`src/rtl/bcd2bin_pkg.sv`:
```
// rtl/bcd2bin_pkg.sv - shared state encoding and sizing for the BCD-to-binary converter
package bcd2bin_pkg;

  typedef enum logic [1:0] {
    S_IDLE   = 2'b00,
    S_OP     = 2'b01,
    S_FINISH = 2'b10
  } state_e;

  localparam int BCD_DIGIT_W    = 4;
  localparam int DEFAULT_DIGITS = 5;
  localparam int DEFAULT_BIN_W  = 20;

endpackage

```
`src/rtl/bcd_digit_sub3.sv`:
```
// rtl/bcd_digit_sub3.sv - per-digit reverse double-dabble correction (d>=8 ? d-3 : d)
module bcd_digit_sub3
  import bcd2bin_pkg::*;
(
  input  logic [BCD_DIGIT_W-1:0] d_i,
  output logic [BCD_DIGIT_W-1:0] d_o
);

  assign d_o = (d_i >= BCD_DIGIT_W'(8)) ? d_i - BCD_DIGIT_W'(3) : d_i;

endmodule

```
`src/rtl/bcd2bin.sv`:
```
// rtl/bcd2bin.sv - sequential BCD-to-binary converter (reverse double dabble, start/busy/done)
module bcd2bin
  import bcd2bin_pkg::*;
#(
  parameter int DIGITS = DEFAULT_DIGITS,
  parameter int BIN_W  = DEFAULT_BIN_W
) (
  input  logic                          clk,
  input  logic                          rst,
  input  logic                          start,
  input  logic [BCD_DIGIT_W*DIGITS-1:0] bcd,
  output logic [BIN_W-1:0]              bin,
  output logic                          done,
  output logic                          busy,
  output logic                          err
);

  localparam int BCD_W = BCD_DIGIT_W * DIGITS;
  localparam int SR_W  = BCD_W + BIN_W;
  localparam int CNT_W = $clog2(BCD_W);
  localparam int ALIGN = (BIN_W > BCD_W) ? (BIN_W - BCD_W) : 0;
  localparam logic [CNT_W-1:0] CNT_LOAD = CNT_W'(BCD_W - 1);

  state_e           state_q;
  logic [SR_W-1:0]  sreg_q;
  logic [SR_W-1:0]  sreg_d;
  logic [SR_W-1:0]  shifted;
  logic [CNT_W-1:0] cnt_q;
  logic             err_r_q;
  logic [BIN_W-1:0] bin_q;
  logic [BIN_W-1:0] bin_d;
  logic             done_q;
  logic             busy_q;
  logic             err_q;
  logic [DIGITS-1:0] bad_digit;
  logic             bad_any;

  // Correction is applied to the BCD field only, after the shift.
  assign shifted            = sreg_q >> 1;
  assign sreg_d[BIN_W-1:0]  = shifted[BIN_W-1:0];

  for (genvar g = 0; g < DIGITS; g++) begin : g_digit
    bcd_digit_sub3 u_sub3 (
      .d_i (shifted[BIN_W + BCD_DIGIT_W*g +: BCD_DIGIT_W]),
      .d_o (sreg_d[BIN_W + BCD_DIGIT_W*g +: BCD_DIGIT_W])
    );
    assign bad_digit[g] = bcd[BCD_DIGIT_W*g +: BCD_DIGIT_W] > BCD_DIGIT_W'(9);
  end

  assign bad_any = |bad_digit;
  assign bin_d   = err_r_q ? '0 : (sreg_q[BIN_W-1:0] >> ALIGN);

  always_ff @(posedge clk) begin
    if (!rst) begin
      state_q <= S_IDLE;
      sreg_q  <= '0;
      cnt_q   <= '0;
      err_r_q <= 1'b0;
      bin_q   <= '0;
      done_q  <= 1'b0;
      busy_q  <= 1'b0;
      err_q   <= 1'b0;
    end else begin
      case (state_q)
        S_IDLE: begin
          done_q <= 1'b0;
          if (start) begin
            sreg_q  <= {bcd, {BIN_W{1'b0}}};
            cnt_q   <= CNT_LOAD;
            err_r_q <= bad_any;
            busy_q  <= 1'b1;
            state_q <= S_OP;
          end
        end
        S_OP: begin
          sreg_q <= sreg_d;
          cnt_q  <= cnt_q - CNT_W'(1);
          if (cnt_q == '0) begin
            state_q <= S_FINISH;
          end
        end
        S_FINISH: begin
          bin_q   <= bin_d;
          done_q  <= 1'b1;
          err_q   <= err_r_q;
          busy_q  <= 1'b0;
          state_q <= S_IDLE;
        end
        default: begin
          state_q <= S_IDLE;
        end
      endcase
    end
  end

  assign bin  = bin_q;
  assign done = done_q;
  assign busy = busy_q;
  assign err  = err_q;

endmodule

```
`config.mk`:
```
export PLATFORM = sky130hd
export DESIGN_NAME = bcd2bin
export DESIGN_NICKNAME = d
export VERILOG_FILES = /design/src/rtl/bcd2bin_pkg.sv /design/src/rtl/bcd_digit_sub3.sv /design/src/rtl/bcd2bin.sv
export SDC_FILE = /design/constraint.sdc
export NUM_CORES = 1
export LEC_CHECK = 0
export CORE_MARGIN = 2
export CORE_UTILIZATION = 58
export CTS_BUF_LIST = sky130_fd_sc_hd__clkbuf_8 sky130_fd_sc_hd__clkbuf_16
export DETAILED_ROUTE_END_ITERATION = 10
export PLACE_DENSITY = 0.85
export SLEW_MARGIN = 10
export SYNTH_ARGS = -nofsm -noshare
export SYNTH_HDL_FRONTEND = slang
export SYNTH_SLANG_ARGS = --single-unit
```
`constraint.sdc`:
```
create_clock -name clk -period 4.45 [get_ports clk]
set_input_delay 1.1125 -clock clk [delete_from_list [all_inputs] [get_ports clk]]
set_output_delay 1.1125 -clock clk [all_outputs]
set_load 0.02 [all_outputs]
```
==> flow_summary.ini <==
[floorplanning]
row_count = 26
die_area_um2 = 5910
pin_count = 46
die_w_um = 76.9
core_um2 = 5110
die_h_um = 76.9
initial_utilization_pct = 60.3

[run_status]
status = finished, final reports clean

[sta]
fin_hold_ws_ps = 471
fin_tns_setup_ps = 0
max-slew-margin-rel_pct = 37.0
min_period_ps = 2670
finalSetupViolations = 0
rsz0062_at_grt = no
max_freq_mhz = 375
worst_slack_ps = 1780
finalHoldViolCount = 0
timing.final.crit_share_pct = 59.9
finClkSkew_ps = 8.91
final_max_slew_viol_count = 0
tightest_slew_ps = 943

[setup_path]
cp.arrival_ps = 2900
path_class = in -> reg
cpPeakStageDelay_ps = 730
required_ps = 4690
rrSetupSlack_ps = 2060
worst_setup_path_end_kind = flop
cp-start-kind = input pin
cpMaxStageDelayCell = clkdlybuf4s50_1
crit_chain = clkdlybuf4s50_1 -> nand2_1 -> buf_4 -> nand3_1 -> a21boi_0
cp_max_fo = 17

[placed_design]
pre_cts_slack_ps = 1420
gp_congestion = 0.851
dp_hpwl_um = 4470
port_buffers = 45

[clock_tree]
cts_tree = built
clk_pin_slew_worst_paths_ps = 80
insertion_delay_ps = 350
cts_setup_buffers = 0
root_buffer = clkbuf_8
cts.sinks = 71
post_cts_resized = 0
hold_buffers = 0
cts_buffer_depth = 2
htreeDepth = 3
cts_made_buffers = 9

[yosys]
synth-edff-count = 0
syn_avg_cell_area_um2 = 8.93
yosys_warnings = 0
ys_types = 37
synthCells = 345
syn_nets = 377
ys.flop_type = dfxtp_1
syn-cell-area_um2 = 3080
yosysSeqAreaShare_pct = 46.2
postSynth.asyncResetShare_pct = 0
ys_seq_elements = 71

[power_and_ir_drop]
p_per_area_nw_per_um2 = 392
ir_drop_mv = 0.216
p_leak_uw = 0.00139

[global_routing]
grt_max_degree = 40
grt_overflow = 0
grt_pass1_wl_um = 11700
grt_pass1_vias = 2535
antenna_found_initial = 0
grt_util_all_layers_pct = 25.0

[routing]
drt-pass1-iter-count = 4
drt-met1-wl_um = 3100
via_count = 2610
antenna_left = 0
top_layer = met4
drtIter0Drc = 138
wl_per_cell_um = 15.2
post-route-drc-count = 0
route.met3.wl_um = 274
wl_met2_um = 3390
vias_per_cell = 5.74
finalWirelength_um = 6910

[finish]
syn2layout_area_growth_pct = 22.1
insertedDiodeCount = 0
final_util_pct = 73.6
drive_above_1_share_pct = 7.01
fin_nets = 412

[flow_run]
cap_violations = 0

[min_path]
hp-class = reg -> reg
Yosys cell counts (all sizes together) (5+ instances only):
library cell   n  share of area, %
ha             9               3.7
buf           18               3.2
o21ai         27               4.4
a21oi         11               1.8
and2           6               1.2
dfxtp         71                46
nor2b         12               2.4
nand3         25               4.1
a31oi          5               1.0
a22o          20               5.7
inv           11               1.3
nor2          15               1.8
clkbuf         7              0.85
nand2         44               5.4
a21boi        24               5.9
worst max-delay path, delay by kind of cell:
family	cells	cell delay (ps)
AO/OA/AOI/OAI	1	100
buffers and inverters	2	1090
AND/OR/NAND/NOR	2	590
layout by cell type, fill, tap and decap left out, types with 2 or more instances in the layout:
cell type and instances:
a21boi_0 23, a21oi_1 11, a22o_1 20, a22oi_1 4, a31oi_1 5, a32o_1 4, and2_1 6, and3_1 2
buf_4 4, bufinv_16 2, clkbuf_8 10, clkdlybuf4s50_1 45, clkinvlp_4 2, dfxtp_1 71, ha_1 9, inv_1 11
nand2_1 44, nand2b_1 3, nand3_1 25, nand3b_1 2, nor2_1 15, nor2b_1 12, nor3b_2 2, o21ai_0 27
o221a_2 3, o221ai_1 4, xnor2_1 4, xor2_1 4
path summary, 6_finish.rpt:
path / cells after the start / end / from
worst max-delay path: 5 / sreg_q[5]$_SDFFE_PN0P_ / start
worst min-delay path: 2 / busy$_SDFFE_PN0P_ / busy$_SDFFE_PN0P_
worst max register to register: 4 / cnt_q[3]$_SDFFE_PN0P_ / state_q[0]$_SDFFE_PN0P_
worst min register to register: 2 / busy$_SDFFE_PN0P_ / busy$_SDFFE_PN0P_
stage by stage:
| stage | cell area (µm²) | std cells | total power (µW) |
|---|---|---|---|
| floorplan | 3080 | 345 | 841 |
| global placement | 3530 | 439 | 888 |
| global route | 3760 | 455 | 1530 |
| CTS | 3760 | 455 | 1480 |
| detailed placement | 3530 | 439 | 897 |
| finish | 3760 | 455 | 1470 |
sequential cells by signal, summed over array words and instances (netlist names):
signal	cells
sreg_q	40
state_q	2
err	1
err_r_q	1
done	1
bin	20
cnt_q	5
busy	1
layer usage:
metal	global-route usage [%]	up-vias
met5	0	-
met2	41.0	56
met3	6.82	13
li1	-	1277
met4	11.3	0
met1	30.7	1264
layout make-up:
class,count,area [µm²]
Multi-Input combinational cell,238,1500
Timing Repair Buffer,49,480
Clock buffer,10,138
Inverter,11,41.3
Sequential cell,71,1420
Clock inverter,6,92.6
Fill cell,370,1350
Tap cell,70,87.6
where the power goes:
group	switching, µW	internal, µW
Combinational	99.4	82.6
Clock	254	334
Sequential	38.4	664
Total	392	1080
cells by family after synthesis:
group | share of synthesized area [%]
simple gates | 18.5
compound gates | 23.7
flops | 46.2
buf+inv | 5.36
fa+ha+maj | 3.66
xor+xnor | 2.28
mux | 0.325
(Power assumes the default switching activity.)
==> RTL change 1, RTL diff (same flow settings) <==
`BCD_DIGIT_W`: 4 -> 2.
--- a/src/rtl/bcd2bin_pkg.sv
+++ b/src/rtl/bcd2bin_pkg.sv
@@ -7,7 +7,7 @@
     S_FINISH = 2'b10
   } state_e;
 
-  localparam int BCD_DIGIT_W    = 4;
+  localparam int BCD_DIGIT_W    = 2;
   localparam int DEFAULT_DIGITS = 5;
   localparam int DEFAULT_BIN_W  = 20;
 
Interface: changed (resized bcd); port bits go from 46 to 36. No check against the original RTL was run, so the function may have changed too.
==> RTL change 1 against the unedited design <==
  * Sequential cell count shrank 31
  * Clock skew shrank 0.00091 ns
  * Combinational power shrank 46%
  * Routed wire length shrank 50%
  * Die area shrank 44%
  * Power shrank 47%
  * Non-clock buffer count shrank 24
  * Setup slack lost 0.11 ns
  * Synthesized area shrank 46%
  * Design area shrank 48%
==> RTL change 1: results <==
metrics = {
    "synth": {
        "synth-xor-area-share": 0.00526,
        "ys_types": 41,
        "synth_largest_area_cell": "dfxtp_1",
        "synthArstFlopShare": 0,
        "synth_compound_area_frac": 0.235,
        "yosysWarnings": 0,
        "syn_area_per_cell_sq_um": 9.96,
        "ys_seq_area_frac": 0.481,
        "synth_area_leaders": "dfxtp_1 48%, a22o_1 10%, buf_4 4.5%, a21oi_1 4.2%, nor2_1 2.5%",
        "synth_mux_area_frac": 0.0120,
        "synth_fa_ha_area_frac": 0.0150,
        "synth_commonest_cells": "40 x dfxtp_1, 19 x a22o_1, 14 x a21oi_1, 11 x nor2_1, 10 x buf_4",
    },
    "global_routing": {
        "grt_pass1_vias": 1240,
        "grt_pass1_wl_um": 5720,
        "grt_usage": 0.229,
        "antenna_found_initial": 0,
        "grt_max_degree": 17,
    },
    "drt": {
        "drt-pass1-iter-count": 4,
        "drt_iter0_drc": 65,
        "wl_per_cell_um": 15.8,
        "vias": 1341,
        "routed_wl_um": 3490,
    },
    "timing": {
        "skew_ns": 0.00800,
        "tightest_slew_ns": 0.707,
        "setup_viol": 0,
    },
    "final_layout": {
        "diodes": 0,
        "layout-drive-gt1-share": 0.0895,
        "largest_reg_flops": 20,
        "fin_nets": 204,
        "top_register": "sreg_q",
    },
    "placement": {
        "gp_congestion": 0.828,
        "dpl_cell_area_sq_um": 1860,
        "dp.cells": 213,
        "dp_hpwl_um": 2390,
        "numPortBuffers": 25,
    },
    "clock_network": {
        "numCtsBuffers": 5,
        "path_clk_slew_ns": 0.07,
        "clockBufferDepth": 2,
        "cts_resized": 0,
        "h-tree-depth": 2,
        "cts_setup_buffers": 0,
        "clk_latency_ns": 0.30,
        "root_buffer": "clkbuf_8",
    },
    "run": {
        "max-cap-violations": 0,
    },
    "setup_path": {
        "crit_path_max_fanout": 16,
        "cp.arrival_ns": 3.01,
    },
    "outcome": {
        "status": "finished clean",
    },
    "hold_path": {
        "holdCritPathClass": "register to register",
    },
    "power_and_ir_drop": {
        "ir_worst_vdd_uv": 399,
        "p_leak_nw": 0.783,
    },
}
## RTL change 1: cell types whose count changed after synthesis, sizes merged, moves of 5 or more
cell and delta:
ha -7, nand2 -37, clkbuf -6, dfxtp -31, o21ai -25, a21boi -24
nor2b -10, a31oi -5, and2 -5, nand3 -23
## RTL change 1: stage by stage
stage | setup WS (ns) | util
after floorplan | 2.41 | -
after global placement | 1.51 | 0.679
after detailed placement | 1.45 | 0.679
after CTS | 1.71 | 0.719
after global routing | 1.60 | 0.719
final | 1.68 | 0.719
## RTL change 1: worst paths after layout
path / from / to / slack, ns / cells past startpoint
worst max register to register: state_q[0] / sreg_q[21] / 2.40 / 3
worst min-delay path: bin[0] / bin[0] / 0.47 / 2
worst max-delay path: rst / state_q[1] / 1.68 / 4
worst min register to register: bin[0] / bin[0] / 0.47 / 2
## RTL change 1: cell families (layout without fill, tap and decap cells)
logic type	Yosys count	count (layout)
compound gates	50	50
simple gates	45	45
flops	40	40
buf+inv	26	40
fa+ha+maj	2	2
mux	2	2
other cells	1	10
xor+xnor	1	1
## RTL change 1: final cells by class
type | count | area (sq um)
sequential | 40 | 801
fill | 206 | 769
multi-input combinational | 110 | 741
timing repair buffer | 25 | 250
clock buffer | 5 | 68.8
clock inverter | 3 | 38.8
tap | 31 | 38.8
inverter | 7 | 26.3
## RTL change 1: power breakdown
group          total, mW  switching, mW  internal, mW
combinational     0.0983         0.0560        0.0423
clock              0.282          0.118         0.164
sequential         0.397         0.0205         0.376
## RTL change 1: layer usage
metal | wire, um | GRT usage | share of wire | vias to the layer above
li1 | - | - | - | 627
met1 | 1500 | 0.287 | 0.43 | 655
met2 | 1710 | 0.377 | 0.49 | 52
met3 | 229 | 0.0748 | 0.066 | 7
met4 | 51 | 0.0698 | 0.015 | 0
met5 | 0 | 0 | 0 | -
## RTL change 1: worst max-delay path, stage by stage
cell             delay [ns]
clkdlybuf4s50_1        0.76
inv_2                  0.26
nor2_1                 0.61
and3_1                 0.25
==> RTL change 2, RTL diff (same settings) <==
Made on the original files. Register the inputs `start` and `bcd` before use, without a reset. The logic sees them one clock later.
--- a/src/rtl/bcd2bin.sv
+++ b/src/rtl/bcd2bin.sv
@@ -20,6 +20,14 @@
   localparam int CNT_W = $clog2(BCD_W);
   localparam int ALIGN = (BIN_W > BCD_W) ? (BIN_W - BCD_W) : 0;
   localparam logic [CNT_W-1:0] CNT_LOAD = CNT_W'(BCD_W - 1);
+
+  logic start_q;
+  logic [BCD_DIGIT_W*DIGITS-1:0] bcd_q;
+
+  always_ff @(posedge clk) begin
+    start_q <= start;
+    bcd_q   <= bcd;
+  end
 
   state_e           state_q;
   logic [SR_W-1:0]  sreg_q;
@@ -44,7 +52,7 @@
       .d_i (shifted[BIN_W + BCD_DIGIT_W*g +: BCD_DIGIT_W]),
       .d_o (sreg_d[BIN_W + BCD_DIGIT_W*g +: BCD_DIGIT_W])
     );
-    assign bad_digit[g] = bcd[BCD_DIGIT_W*g +: BCD_DIGIT_W] > BCD_DIGIT_W'(9);
+    assign bad_digit[g] = bcd_q[BCD_DIGIT_W*g +: BCD_DIGIT_W] > BCD_DIGIT_W'(9);
   end
 
   assign bad_any = |bad_digit;
@@ -64,8 +72,8 @@
       case (state_q)
         S_IDLE: begin
           done_q <= 1'b0;
-          if (start) begin
-            sreg_q  <= {bcd, {BIN_W{1'b0}}};
+          if (start_q) begin
+            sreg_q  <= {bcd_q, {BIN_W{1'b0}}};
             cnt_q   <= CNT_LOAD;
             err_r_q <= bad_any;
             busy_q  <= 1'b1;
Formal check against the unedited RTL: not equivalent (a bounded check fails within 4 cycles, from zero or initial values and one cycle with rst low).
==> RTL change 2 against the unedited design <==
  * Power grew 14%
  * Clock skew shrank 0.0014 ns
  * Synthesized cell count unchanged
  * Via count barely moved
  * Design area increased by 9.0%
  * Routed wire length hardly changed
  * Setup slack gained 0.013 ns
  * Sequential cell count is 21 higher
  * Sequential share of layout area rose by 7.1 points
  * Synthesized area up 11%
  * Critical path depth fell by 1
  * Critical endpoint is now state_q[1]
  * Largest power group unchanged
==> RTL change 2: results <==
metrics = {
    "clock_network": {
        "clk_latency_ns": 0.36,
        "cts_resized": 0,
        "path_clk_slew_ns": 0.08,
        "numCtsBuffers": 9,
        "root_buffer": "clkbuf_8",
        "h-tree-depth": 3,
        "cts_setup_buffers": 0,
        "clockBufferDepth": 2,
    },
    "setup_path": {
        "cp.arrival_ns": 2.94,
        "r2r_cells": 4,
        "path_delay_family": "simple AND/OR/NAND/NOR gates",
        "crit_path_max_fanout": 34,
        "timing.rr.end": "state_q[1]",
        "slowest_stage": "dfxtp_1",
        "regToRegStartpoint": "state_q[0]",
        "worst_path_largest_cell_delay_ns": 0.98,
    },
    "hold_path": {
        "holdCritPathClass": "register to register",
        "whs_path_depth": 1,
        "hold_path_end": "bin[16]",
        "min_from": "bin[16]",
    },
    "final_layout": {
        "nFillCells": 466,
        "top_register": "sreg_q",
        "diodes": 0,
        "fin_nets": 411,
        "largest_reg_flops": 40,
        "fin_cells": 458,
        "layout-drive-gt1-share": 0.0731,
    },
    "drt": {
        "wl_met1_um": 3030,
        "drt_iter0_drc": 180,
        "avgViaCountPerCell": 5.70,
        "wl_met2_um": 3430,
        "wl_met3_um": 312,
        "route.top_layer_used": "met4",
        "wl_per_cell_um": 15.1,
    },
    "global_routing": {
        "grt_max_degree": 39,
        "grt_pass1_vias": 2495,
        "grt_pass1_wl_um": 11600,
        "grt_usage": 0.230,
        "antenna_found_initial": 0,
    },
    "timing": {
        "whs_ns": 0.479,
        "period_needed_ns": 2.65,
        "hold_viol": 0,
        "slew_headroom": 0.333,
        "skew_ns": 0.00747,
    },
    "outcome": {
        "status": "finished clean",
    },
    "synth": {
        "ys_types": 30,
        "ys_seq_area_frac": 0.537,
        "synth_cells": 345,
        "synth_commonest_cells": "92 x dfxtp_1, 38 x nand2_1, 35 x a22o_1, 21 x o21ai_0, 17 x a21boi_0",
        "synth_area_leaders": "dfxtp_1 54%, a22o_1 8.9%, nand2_1 4.2%, a21boi_0 3.7%, ha_1 3.3%",
        "synthArstFlopShare": 0,
        "synthMostInstantiatedCell": "dfxtp_1",
    },
    "placement": {
        "numPortBuffers": 45,
        "dp.cells": 443,
        "dp_hpwl_um": 4560,
        "dpl_cell_area_sq_um": 3880,
        "place_worst_setup_slack_ns": 1.81,
        "gp_congestion": 0.785,
    },
    "power_and_ir_drop": {
        "p_leak_nw": 1.58,
        "ir_worst_vdd_uv": 252,
    },
}
[RTL change 2: per-layer routing]
metal	global-route usage	vias up
li1	-	1276
met1	0.283	1233
met2	0.387	87
met3	0.0411	13
met4	0.114	0
met5	0	-
[RTL change 2: final cells by class]
class | instances | share of cell area
multi-input combinational | 217 | 0.349
clock inverter | 5 | 0.0189
clock buffer | 10 | 0.0336
timing repair buffer | 48 | 0.115
tap | 75 | 0.0229
sequential | 92 | 0.450
inverter | 11 | 0.0101
[RTL change 2: kinds of logic after synthesis]
kind of cell	Yosys count	synth area share
simple gates	93	0.132
mux	3	0.00875
flops	92	0.537
fa+ha+maj	9	0.0328
xor+xnor	8	0.0204
compound gates	104	0.222
buf+inv	36	0.0478
[RTL change 2: metrics by stage]
| step | utilization | power (mW) |
|---|---|---|
| CTS | 0.704 | 1.69 |
| finish | 0.704 | 1.68 |
| global placement | 0.667 | 1.09 |
| global route | 0.704 | 1.76 |
| floorplan | - | 1.05 |
| detailed placement | 0.667 | 1.10 |
[RTL change 2: how the worst max path moves through the flow]
stage / start / to / depth (start not counted)
floorplan: rst / bin[0] / 4
global placement: rst / state_q[1] / 4
detailed placement: rst / state_q[1] / 4
CTS: state_q[0] / state_q[1] / 4
global route: state_q[0] / state_q[1] / 4
finish: state_q[0] / state_q[1] / 4
[RTL change 2: power breakdown]
| part | total, mW | switching (mW) | internal [mW] |
|---|---|---|---|
| sequential | 0.910 | 0.0475 | 0.863 |
| combinational | 0.176 | 0.0925 | 0.0839 |
| clock | 0.598 | 0.271 | 0.327 |
